===== src/rtl/tdsp_ds_pkg.sv =====
// Shared types and constants for the TDSP data-space arbiter: arbiter states,
// bank-mode encodings, address-region prefixes and port register addresses.
package tdsp_ds_pkg;

    typedef enum logic [1:0] {
        ST_IDLE     = 2'd0,
        ST_DMA_PEND = 2'd1,
        ST_DMA_OWN  = 2'd2,
        ST_RELEASE  = 2'd3
    } arb_state_e;

    // Bank-mode encodings; 11 behaves exactly like 00.
    localparam logic [1:0] MODE_DMA_PREV     = 2'b00;
    localparam logic [1:0] MODE_TDSP         = 2'b01;
    localparam logic [1:0] MODE_TDSP_AUTO    = 2'b10;
    localparam logic [1:0] MODE_DMA_PREV_ALT = 2'b11;

    // Region prefixes, matched against the top address bits.
    localparam logic [1:0] PFX_SCRATCH_A = 2'b10;
    localparam logic [2:0] PFX_SCRATCH_B = 3'b110;
    localparam logic [3:0] PFX_RCC       = 4'b1110;

    localparam logic [2:0] PORT_REG_MODE = 3'd0;
    localparam logic [2:0] PORT_REG_BANK = 3'd1;

endpackage


===== src/rtl/tdsp_ds_arb_if.sv =====
// TDSP/DMA side signals of the data-space arbiter, bundled with modports for
// the driving side (master) and the arbiter (slave).
interface tdsp_ds_arb_if #(
    parameter int ADDR_W = 8,
    parameter int BANK_W = 2
);

    logic [ADDR_W-1:0]        address;
    logic                     as;
    logic                     read;
    logic                     write;
    logic [2:0]               port_address;
    logic                     port_as;
    logic [7:0]               port_data;
    logic [BANK_W-1:0]        dma_bank;
    logic                     bus_request_in;
    logic                     bus_grant_out;
    logic                     t_wait;
    logic                     t_write_ds;
    logic                     t_read_ds;
    logic                     t_write_d;
    logic                     t_read_d;
    logic                     t_write_rcc;
    logic [BANK_W+ADDR_W-2:0] t_address_ds;
    logic [1:0]               bank_mode;

    modport master (
        output address, as, read, write, port_address, port_as, port_data,
        output dma_bank, bus_request_in,
        input  bus_grant_out, t_wait, t_write_ds, t_read_ds, t_write_d,
        input  t_read_d, t_write_rcc, t_address_ds, bank_mode
    );

    modport slave (
        input  address, as, read, write, port_address, port_as, port_data,
        input  dma_bank, bus_request_in,
        output bus_grant_out, t_wait, t_write_ds, t_read_ds, t_write_d,
        output t_read_d, t_write_rcc, t_address_ds, bank_mode
    );

endinterface


===== src/rtl/tdsp_ds_arb_fsm.sv =====
// Sample-memory arbiter between the TDSP and the DMA controller, with a burst
// counter that forces a one-cycle release when the TDSP has waited too long.
module tdsp_ds_arb_fsm
    import tdsp_ds_pkg::*;
#(
    parameter int MAX_BURST = 16
) (
    input  logic clk,
    input  logic reset_n,
    input  logic i_bus_req,
    input  logic i_samp_acc,
    output logic o_grant,
    output logic o_t_wait
);

    localparam int CNT_W = (MAX_BURST > 1) ? $clog2(MAX_BURST) : 1;
    localparam logic [CNT_W-1:0] CNT_LAST = CNT_W'(MAX_BURST - 1);

    arb_state_e       r_state;
    logic [CNT_W-1:0] r_cnt;
    logic             r_grant;
    logic             w_t_wait;

    // The pending->own move only fires once the sample access has ended, so
    // it can never coincide with a sample access; only DMA_OWN stalls.
    assign w_t_wait = i_samp_acc & (r_state == ST_DMA_OWN);
    assign o_t_wait = w_t_wait;
    assign o_grant  = r_grant;

    // State, burst counter and registered grant.
    always_ff @(posedge clk or negedge reset_n) begin
        if (!reset_n) begin
            r_state <= ST_IDLE;
            r_cnt   <= '0;
            r_grant <= 1'b0;
        end else begin
            case (r_state)
                ST_IDLE: begin
                    r_cnt <= '0;
                    if (i_bus_req && i_samp_acc) begin
                        r_state <= ST_DMA_PEND;
                        r_grant <= 1'b0;
                    end else if (i_bus_req) begin
                        r_state <= ST_DMA_OWN;
                        r_grant <= 1'b1;
                    end else begin
                        r_state <= ST_IDLE;
                        r_grant <= 1'b0;
                    end
                end
                ST_DMA_PEND: begin
                    r_cnt <= '0;
                    if (!i_bus_req) begin
                        r_state <= ST_IDLE;
                        r_grant <= 1'b0;
                    end else if (!i_samp_acc) begin
                        r_state <= ST_DMA_OWN;
                        r_grant <= 1'b1;
                    end else begin
                        r_state <= ST_DMA_PEND;
                        r_grant <= 1'b0;
                    end
                end
                ST_DMA_OWN: begin
                    if (!i_bus_req) begin
                        r_state <= ST_IDLE;
                        r_cnt   <= '0;
                        r_grant <= 1'b0;
                    end else if (w_t_wait && (r_cnt == CNT_LAST)) begin
                        r_state <= ST_RELEASE;
                        r_cnt   <= '0;
                        r_grant <= 1'b0;
                    end else if (w_t_wait) begin
                        r_state <= ST_DMA_OWN;
                        r_cnt   <= r_cnt + CNT_W'(1);
                        r_grant <= 1'b1;
                    end else begin
                        r_state <= ST_DMA_OWN;
                        r_cnt   <= '0;
                        r_grant <= 1'b1;
                    end
                end
                ST_RELEASE: begin
                    r_state <= ST_IDLE;
                    r_cnt   <= '0;
                    r_grant <= 1'b0;
                end
                default: begin
                    r_state <= ST_IDLE;
                    r_cnt   <= '0;
                    r_grant <= 1'b0;
                end
            endcase
        end
    end

endmodule


===== src/rtl/tdsp_ds_arb.sv =====
// TDSP data-space front end: region decode, bank-extended sample addressing
// with port-programmed bank registers, and the sample-memory arbiter.
module tdsp_ds_arb
    import tdsp_ds_pkg::*;
#(
    parameter int ADDR_W    = 8,
    parameter int BANK_W    = 2,
    parameter int MAX_BURST = 16
) (
    input  logic           clk,
    input  logic           reset_n,
    tdsp_ds_arb_if.slave   bus
);

    logic [1:0]        r_bank_mode;
    logic [BANK_W-1:0] r_tdsp_bank;
    logic [BANK_W-1:0] w_bank;
    logic [BANK_W-1:0] w_dma_prev;
    logic              w_sample;
    logic              w_scratch;
    logic              w_rcc;
    logic              w_rcc_last;
    logic              w_samp_acc;
    logic              w_t_wait;
    logic              w_grant;
    logic              w_t_write_rcc;
    logic              w_port_wr;
    logic              w_unused_bits;

    assign w_sample   = ~bus.address[ADDR_W-1];
    assign w_scratch  = (bus.address[ADDR_W-1 -: 2] == PFX_SCRATCH_A) |
                        (bus.address[ADDR_W-1 -: 3] == PFX_SCRATCH_B);
    assign w_rcc      = (bus.address[ADDR_W-1 -: 4] == PFX_RCC);
    assign w_rcc_last = &bus.address[ADDR_W-5:0];
    assign w_samp_acc = w_sample & bus.as;
    assign w_port_wr  = bus.port_as & bus.write;
    assign w_dma_prev = bus.dma_bank - BANK_W'(1);
    assign w_unused_bits = ^bus.port_data;

    assign w_t_write_rcc   = w_rcc & bus.as & bus.write;
    assign bus.t_write_rcc = w_t_write_rcc;
    assign bus.t_write_d   = w_scratch & bus.as & bus.write;
    assign bus.t_read_d    = w_scratch & bus.as & bus.read;
    assign bus.t_write_ds  = w_samp_acc & bus.write & ~w_t_wait;
    assign bus.t_read_ds   = w_samp_acc & bus.read & ~w_t_wait;
    assign bus.t_wait      = w_t_wait;
    assign bus.bus_grant_out = w_grant;
    assign bus.bank_mode   = r_bank_mode;
    assign bus.t_address_ds = {w_bank, bus.address[ADDR_W-2:0]};

    tdsp_ds_arb_fsm #(
        .MAX_BURST (MAX_BURST)
    ) u_fsm (
        .clk        (clk),
        .reset_n    (reset_n),
        .i_bus_req  (bus.bus_request_in),
        .i_samp_acc (w_samp_acc),
        .o_grant    (w_grant),
        .o_t_wait   (w_t_wait)
    );

    // Bank selection from the current mode.
    always_comb begin
        w_bank = w_dma_prev;
        case (r_bank_mode)
            MODE_DMA_PREV:     w_bank = w_dma_prev;
            MODE_TDSP:         w_bank = r_tdsp_bank;
            MODE_TDSP_AUTO:    w_bank = r_tdsp_bank;
            MODE_DMA_PREV_ALT: w_bank = w_dma_prev;
            default:           w_bank = w_dma_prev;
        endcase
    end

    // Port-programmed mode/bank registers; a port write beats auto-increment.
    always_ff @(posedge clk or negedge reset_n) begin
        if (!reset_n) begin
            r_bank_mode <= 2'b00;
            r_tdsp_bank <= '0;
        end else begin
            if (w_port_wr && (bus.port_address == PORT_REG_MODE)) begin
                r_bank_mode <= bus.port_data[1:0];
            end else begin
                r_bank_mode <= r_bank_mode;
            end
            if (w_port_wr && (bus.port_address == PORT_REG_BANK)) begin
                r_tdsp_bank <= bus.port_data[BANK_W-1:0];
            end else if ((r_bank_mode == MODE_TDSP_AUTO) && w_t_write_rcc && w_rcc_last) begin
                r_tdsp_bank <= r_tdsp_bank + BANK_W'(1);
            end else begin
                r_tdsp_bank <= r_tdsp_bank;
            end
        end
    end

endmodule


===== src/flat_wrapper.sv =====
// flat-port wrapper written by rule: the top's interface ports become plain ports
module tdsp_ds_arb_flat import tdsp_ds_pkg::*;
#(
    parameter int ADDR_W    = 8,
    parameter int BANK_W    = 2,
    parameter int MAX_BURST = 16
)
  (clk, reset_n, bus_address, bus_as, bus_read, bus_write, bus_port_address, bus_port_as, bus_port_data, bus_dma_bank, bus_bus_request_in, bus_bus_grant_out, bus_t_wait, bus_t_write_ds, bus_t_read_ds, bus_t_write_d, bus_t_read_d, bus_t_write_rcc, bus_t_address_ds, bus_bank_mode);
  tdsp_ds_arb_if #(.ADDR_W(ADDR_W), .BANK_W(BANK_W)) bus_i ();
  input  logic clk;
  input  logic reset_n;
  input wire logic [$bits(bus_i.address)-1:0] bus_address;
  input wire logic [$bits(bus_i.as)-1:0] bus_as;
  input wire logic [$bits(bus_i.read)-1:0] bus_read;
  input wire logic [$bits(bus_i.write)-1:0] bus_write;
  input wire logic [$bits(bus_i.port_address)-1:0] bus_port_address;
  input wire logic [$bits(bus_i.port_as)-1:0] bus_port_as;
  input wire logic [$bits(bus_i.port_data)-1:0] bus_port_data;
  input wire logic [$bits(bus_i.dma_bank)-1:0] bus_dma_bank;
  input wire logic [$bits(bus_i.bus_request_in)-1:0] bus_bus_request_in;
  output wire logic [$bits(bus_i.bus_grant_out)-1:0] bus_bus_grant_out;
  output wire logic [$bits(bus_i.t_wait)-1:0] bus_t_wait;
  output wire logic [$bits(bus_i.t_write_ds)-1:0] bus_t_write_ds;
  output wire logic [$bits(bus_i.t_read_ds)-1:0] bus_t_read_ds;
  output wire logic [$bits(bus_i.t_write_d)-1:0] bus_t_write_d;
  output wire logic [$bits(bus_i.t_read_d)-1:0] bus_t_read_d;
  output wire logic [$bits(bus_i.t_write_rcc)-1:0] bus_t_write_rcc;
  output wire logic [$bits(bus_i.t_address_ds)-1:0] bus_t_address_ds;
  output wire logic [$bits(bus_i.bank_mode)-1:0] bus_bank_mode;
  assign bus_i.address = bus_address;
  assign bus_i.as = bus_as;
  assign bus_i.read = bus_read;
  assign bus_i.write = bus_write;
  assign bus_i.port_address = bus_port_address;
  assign bus_i.port_as = bus_port_as;
  assign bus_i.port_data = bus_port_data;
  assign bus_i.dma_bank = bus_dma_bank;
  assign bus_i.bus_request_in = bus_bus_request_in;
  assign bus_bus_grant_out = bus_i.bus_grant_out;
  assign bus_t_wait = bus_i.t_wait;
  assign bus_t_write_ds = bus_i.t_write_ds;
  assign bus_t_read_ds = bus_i.t_read_ds;
  assign bus_t_write_d = bus_i.t_write_d;
  assign bus_t_read_d = bus_i.t_read_d;
  assign bus_t_write_rcc = bus_i.t_write_rcc;
  assign bus_t_address_ds = bus_i.t_address_ds;
  assign bus_bank_mode = bus_i.bank_mode;
  tdsp_ds_arb #(.ADDR_W(ADDR_W), .BANK_W(BANK_W), .MAX_BURST(MAX_BURST)) u_core (.clk(clk), .reset_n(reset_n), .bus(bus_i));
endmodule

===== config.mk =====
export PLATFORM = sky130hd
export DESIGN_NAME = tdsp_ds_arb_flat
export DESIGN_NICKNAME = d
export VERILOG_FILES = /design/src/rtl/tdsp_ds_pkg.sv /design/src/rtl/tdsp_ds_arb_if.sv /design/src/rtl/tdsp_ds_arb_fsm.sv /design/src/rtl/tdsp_ds_arb.sv /design/src/flat_wrapper.sv
export SDC_FILE = /design/constraint.sdc
export NUM_CORES = 1
export LEC_CHECK = 0
export ABC_AREA = 1
export BUFFER_PORTS_ARGS = -buffer_cell sky130_fd_sc_hd__buf_2
export CELL_PAD_IN_SITES_DETAIL_PLACEMENT = 0
export CELL_PAD_IN_SITES_GLOBAL_PLACEMENT = 1
export CORE_ASPECT_RATIO = 1.4
export CORE_MARGIN = 2
export CORE_UTILIZATION = 26
export DETAILED_ROUTE_END_ITERATION = 10
export GPL_ROUTABILITY_DRIVEN = 0
export PLACE_DENSITY_LB_ADDON = 0.1
export SYNTH_ARGS = -nofsm -noshare
export SYNTH_HDL_FRONTEND = slang
export SYNTH_SLANG_ARGS = --single-unit

===== constraint.sdc =====
create_clock -name clk -period 1.1 [get_ports clk]
set_input_delay 0.165 -clock clk [delete_from_list [all_inputs] [get_ports clk]]
set_output_delay 0.165 -clock clk [all_outputs]
set_load 0.05 [all_outputs]

==> flow_summary.toml <==
[timing]
skew_ns = 0.00296
timing_hold_violations_final = 0
maxSlewHeadroom_pct = 82.9
finalSetupTns_ns = -2.80
setup_viol = 14
timing.fmax_mhz = 690
worst_slew_pin_slew_ns = 0.256
drv_slew = 0
period_minus_slack_ns = 1.45
setup_slack_ns = -0.349
rsz0062_at_grt = "true"
min_period_over_period_pct = 132

[yosys]
synth_nets = 140
synth-seq-area-share_pct = 34.8
synth_cells = 106
syn_area_um2 = 791
yosys.area.top_type = "dfrtp_1"
ys.warnings.count = 0
avgSynthCellArea_um2 = 7.46
ys_ff_latch = 11
synth_edf_count = 0
synth.distinct_cells = 16
synthArstFlopShare_pct = 100
synth_compound_area_share_pct = 3.96
synthSimpleGateAreaFrac_pct = 35.1
yosysTopAreaCellShare_pct = 34.8
ys.flop_type = "dfrtp_1"
synthAdderAreaFrac_pct = 9.49
yosysMostFrequentCell = "nand2_1"
synth-xor-area-share_pct = 3.32
synth.cells.most_frequent = "nand2_1 (24), inv_1 (14), nor2_1 (14), nand3_1 (13), dfrtp_1 (11)"
synth_top_family_by_area = "simple AND/OR/NAND/NOR gates"
synthMuxAreaShare_pct = 0
synth_area_leaders = "dfrtp_1 (35%), nand2_1 (11%), ha_1 (9.5%)"

[clock_tree]
clkLatencyLatePin_ns = 0.24
cts_buffer_depth = 2
clock-root-buffer = "clkbuf_8"
clock_sinks = 11
cts_buffers = 3
clk_transition_reported_paths_ns = 0.05
cts_tree = "built"
htree_levels = 1

[finish]
final_layout_size_suffix_gt1_share_pct = 56.9
final_nets = 188
n_antenna_cell = 0
regArea_um2 = 278
fillerInstances = 300
syn_to_final_growth_pct = 73.3
multi_input_area_um2 = 588

[power_and_ir_drop]
p_leak_nw = 0.689
vdd_ir_drop_max_uv = 1180
finalPower_mw = 1.94
power_density_mw_per_mm2 = 1420

[floorplan]
fp.dieH_um = 69.3
io_pins = 46
core-area_mm2 = 0.00288
die_w_um = 50.6
dieArea_mm2 = 0.00351
start_util_pct = 27.5
rows = 23

[drt]
post-route-drc-count = 0
dr_total_vias = 815
wl_per_cell_um = 10.5
vias_per_cell = 4.29
firstDrtPassIters = 3
wirelength_um = 1990
ant_nets = 0
drt_iter0_markers = 5

[critical_path]
cpPeakStageDelay_ns = 0.40
arrival_ns = 1.28
worst_setup_path_end_kind = "primary output"
reg2reg_slack_ns = -0.25
worst_setup_path_start_kind = "flip-flop"
critPathTopFamily = "flip-flops"
r2r_cells = 6
r2r_end = "u_core.u_fsm.r_cnt[2]"
crit_buf_inv = 3
cp_max_fo = 4
crit_path_top_delay_cell = "dfrtp_2"
worstPathRequired_ns = 0.94
path_cells = "inv_2, ha_4, inv_8, nand2_4, o21ai_4, buf_6"
setup.worst_path.class = "flip-flop to primary output"
reg2reg_from = "u_core.u_fsm.r_state[0]"

[global_routing]
track_usage_pct = 12.6
grt_pass1_wl_um = 3550
grt_antenna_before_repair = 0
grt_pass1_vias = 838
grt_max_degree = 12
gr-total-overflow = 0

[outcome]
violations = "negative setup slack"
status = "finished with violations"

[min_path]
hp-class = "input pin to flip-flop"
holdPathEnd = "u_core.bus.bank_mode[1]"
hold_depth = 3
min_from = "bus_port_data[1]"

[placement]
io_buffer_count = 39
place_ws_ns = -0.234
hpwl_um = 1640

[job]
cap_violations = 0
[metal layers]
layer / vias to the layer above / track usage, % / wire, um / share of wire (%)
li1: 425 / - / - / -
met1: 372 / 13.6 / 772 / 39
met2: 18 / 23.8 / 1130 / 57
met3: 0 / 3.88 / 87 / 4.4
met4: 0 / 1.80 / 0 / 0
met5: - / 0 / 0 / 0
[state kept, by name, summed over array words and instances, names as in the netlist]
signal,cells
u_core.u_fsm.o_grant,1
u_core.bus.bank_mode,2
u_core.u_fsm.r_cnt,4
u_core.r_tdsp_bank,2
u_core.u_fsm.r_state,2
[cells by family (layout without fill, tap and decap cells)]
family | after synthesis | in the layout
buffers and inverters | 21 | 68
adder cells (fa/ha/maj) | 6 | 6
flip-flops | 11 | 11
XOR/XNOR | 3 | 3
AND/OR/NAND/NOR | 59 | 59
AO/OA/AOI/OAI | 6 | 6
[final cells by class]
class | count | share of cell area [%]
Clock inverter | 1 | 0.365
Timing Repair Buffer | 50 | 25.7
Sequential cell | 11 | 20.3
Inverter | 14 | 4.38
Multi-Input combinational cell | 74 | 42.9
Tap cell | 37 | 3.38
Clock buffer | 3 | 3.01
[metrics by stage]
step / util, % / instance area, um2 / hold slack [ns] / instances
5_1_grt: 47.6 / 1370 / 0.226 / 190
3_5_place_dp: 39.3 / 1130 / 0.0498 / 181
4_1_cts: 44.7 / 1280 / 0.210 / 188
2_1_floorplan: - / 896 / -0.131 / 106
6_report: 47.6 / 1370 / 0.205 / 190
3_3_place_gp: 39.3 / 1130 / 0.0540 / 181
[power by group]
| part | switching, mW | total, mW | internal [mW] |
|---|---|---|---|
| Clock | 0.160 | 0.409 | 0.249 |
| Sequential | 0.0600 | 0.518 | 0.458 |
| Combinational | 0.600 | 1.01 | 0.413 |
| Total | 0.820 | 1.94 | 1.12 |
[cell usage in the layout (no fill, tap or decap), drive strengths merged]
cell,Yosys,layout
a21oi,1,1
buf,7,47
clkbuf,0,5
clkinv,0,1
dfrtp,11,11
dlygate4sd3,0,1
ha,6,6
inv,14,14
nand2,25,25
nand3,13,13
nor2,16,16
nor3,2,2
nor3b,2,2
nor4,1,1
o21ai,4,4
o22ai,1,1
xor2,3,3
[worst max path at each step]
stage / startpoint / endpoint / slack, ns / cells after the start
after floorplan: u_core.bus.bank_mode[0] / bus_t_address_ds[7] / -0.31 / 4
after global placement: u_core.bus.bank_mode[1] / bus_t_address_ds[7] / -0.20 / 5
after detailed placement: u_core.bus.bank_mode[0] / bus_t_address_ds[8] / -0.23 / 6
after CTS: u_core.bus.bank_mode[0] / bus_t_address_ds[7] / -0.37 / 6
after global routing: u_core.u_fsm.r_state[0] / bus_t_wait / -0.40 / 5
final: u_core.bus.bank_mode[0] / bus_t_address_ds[7] / -0.35 / 6
[worst min-delay path: stages]
cell     delay, ns
buf_2         0.09
nand3_1       0.07
nand2_1       0.07
[what timing repair did]
| action | 4_1_cts | 5_1_grt |
|---|---|---|
| setup endpoints to repair | 15 | 18 |
| pin swaps | 10 | 6 |
| hold endpoints to repair | 11 | 0 |
| gates resized for setup | 23 | 21 |
| setup buffers | 3 | 2 |
| hold buffers | 1 | 0 |
Power figures use the tool's default switching activity.
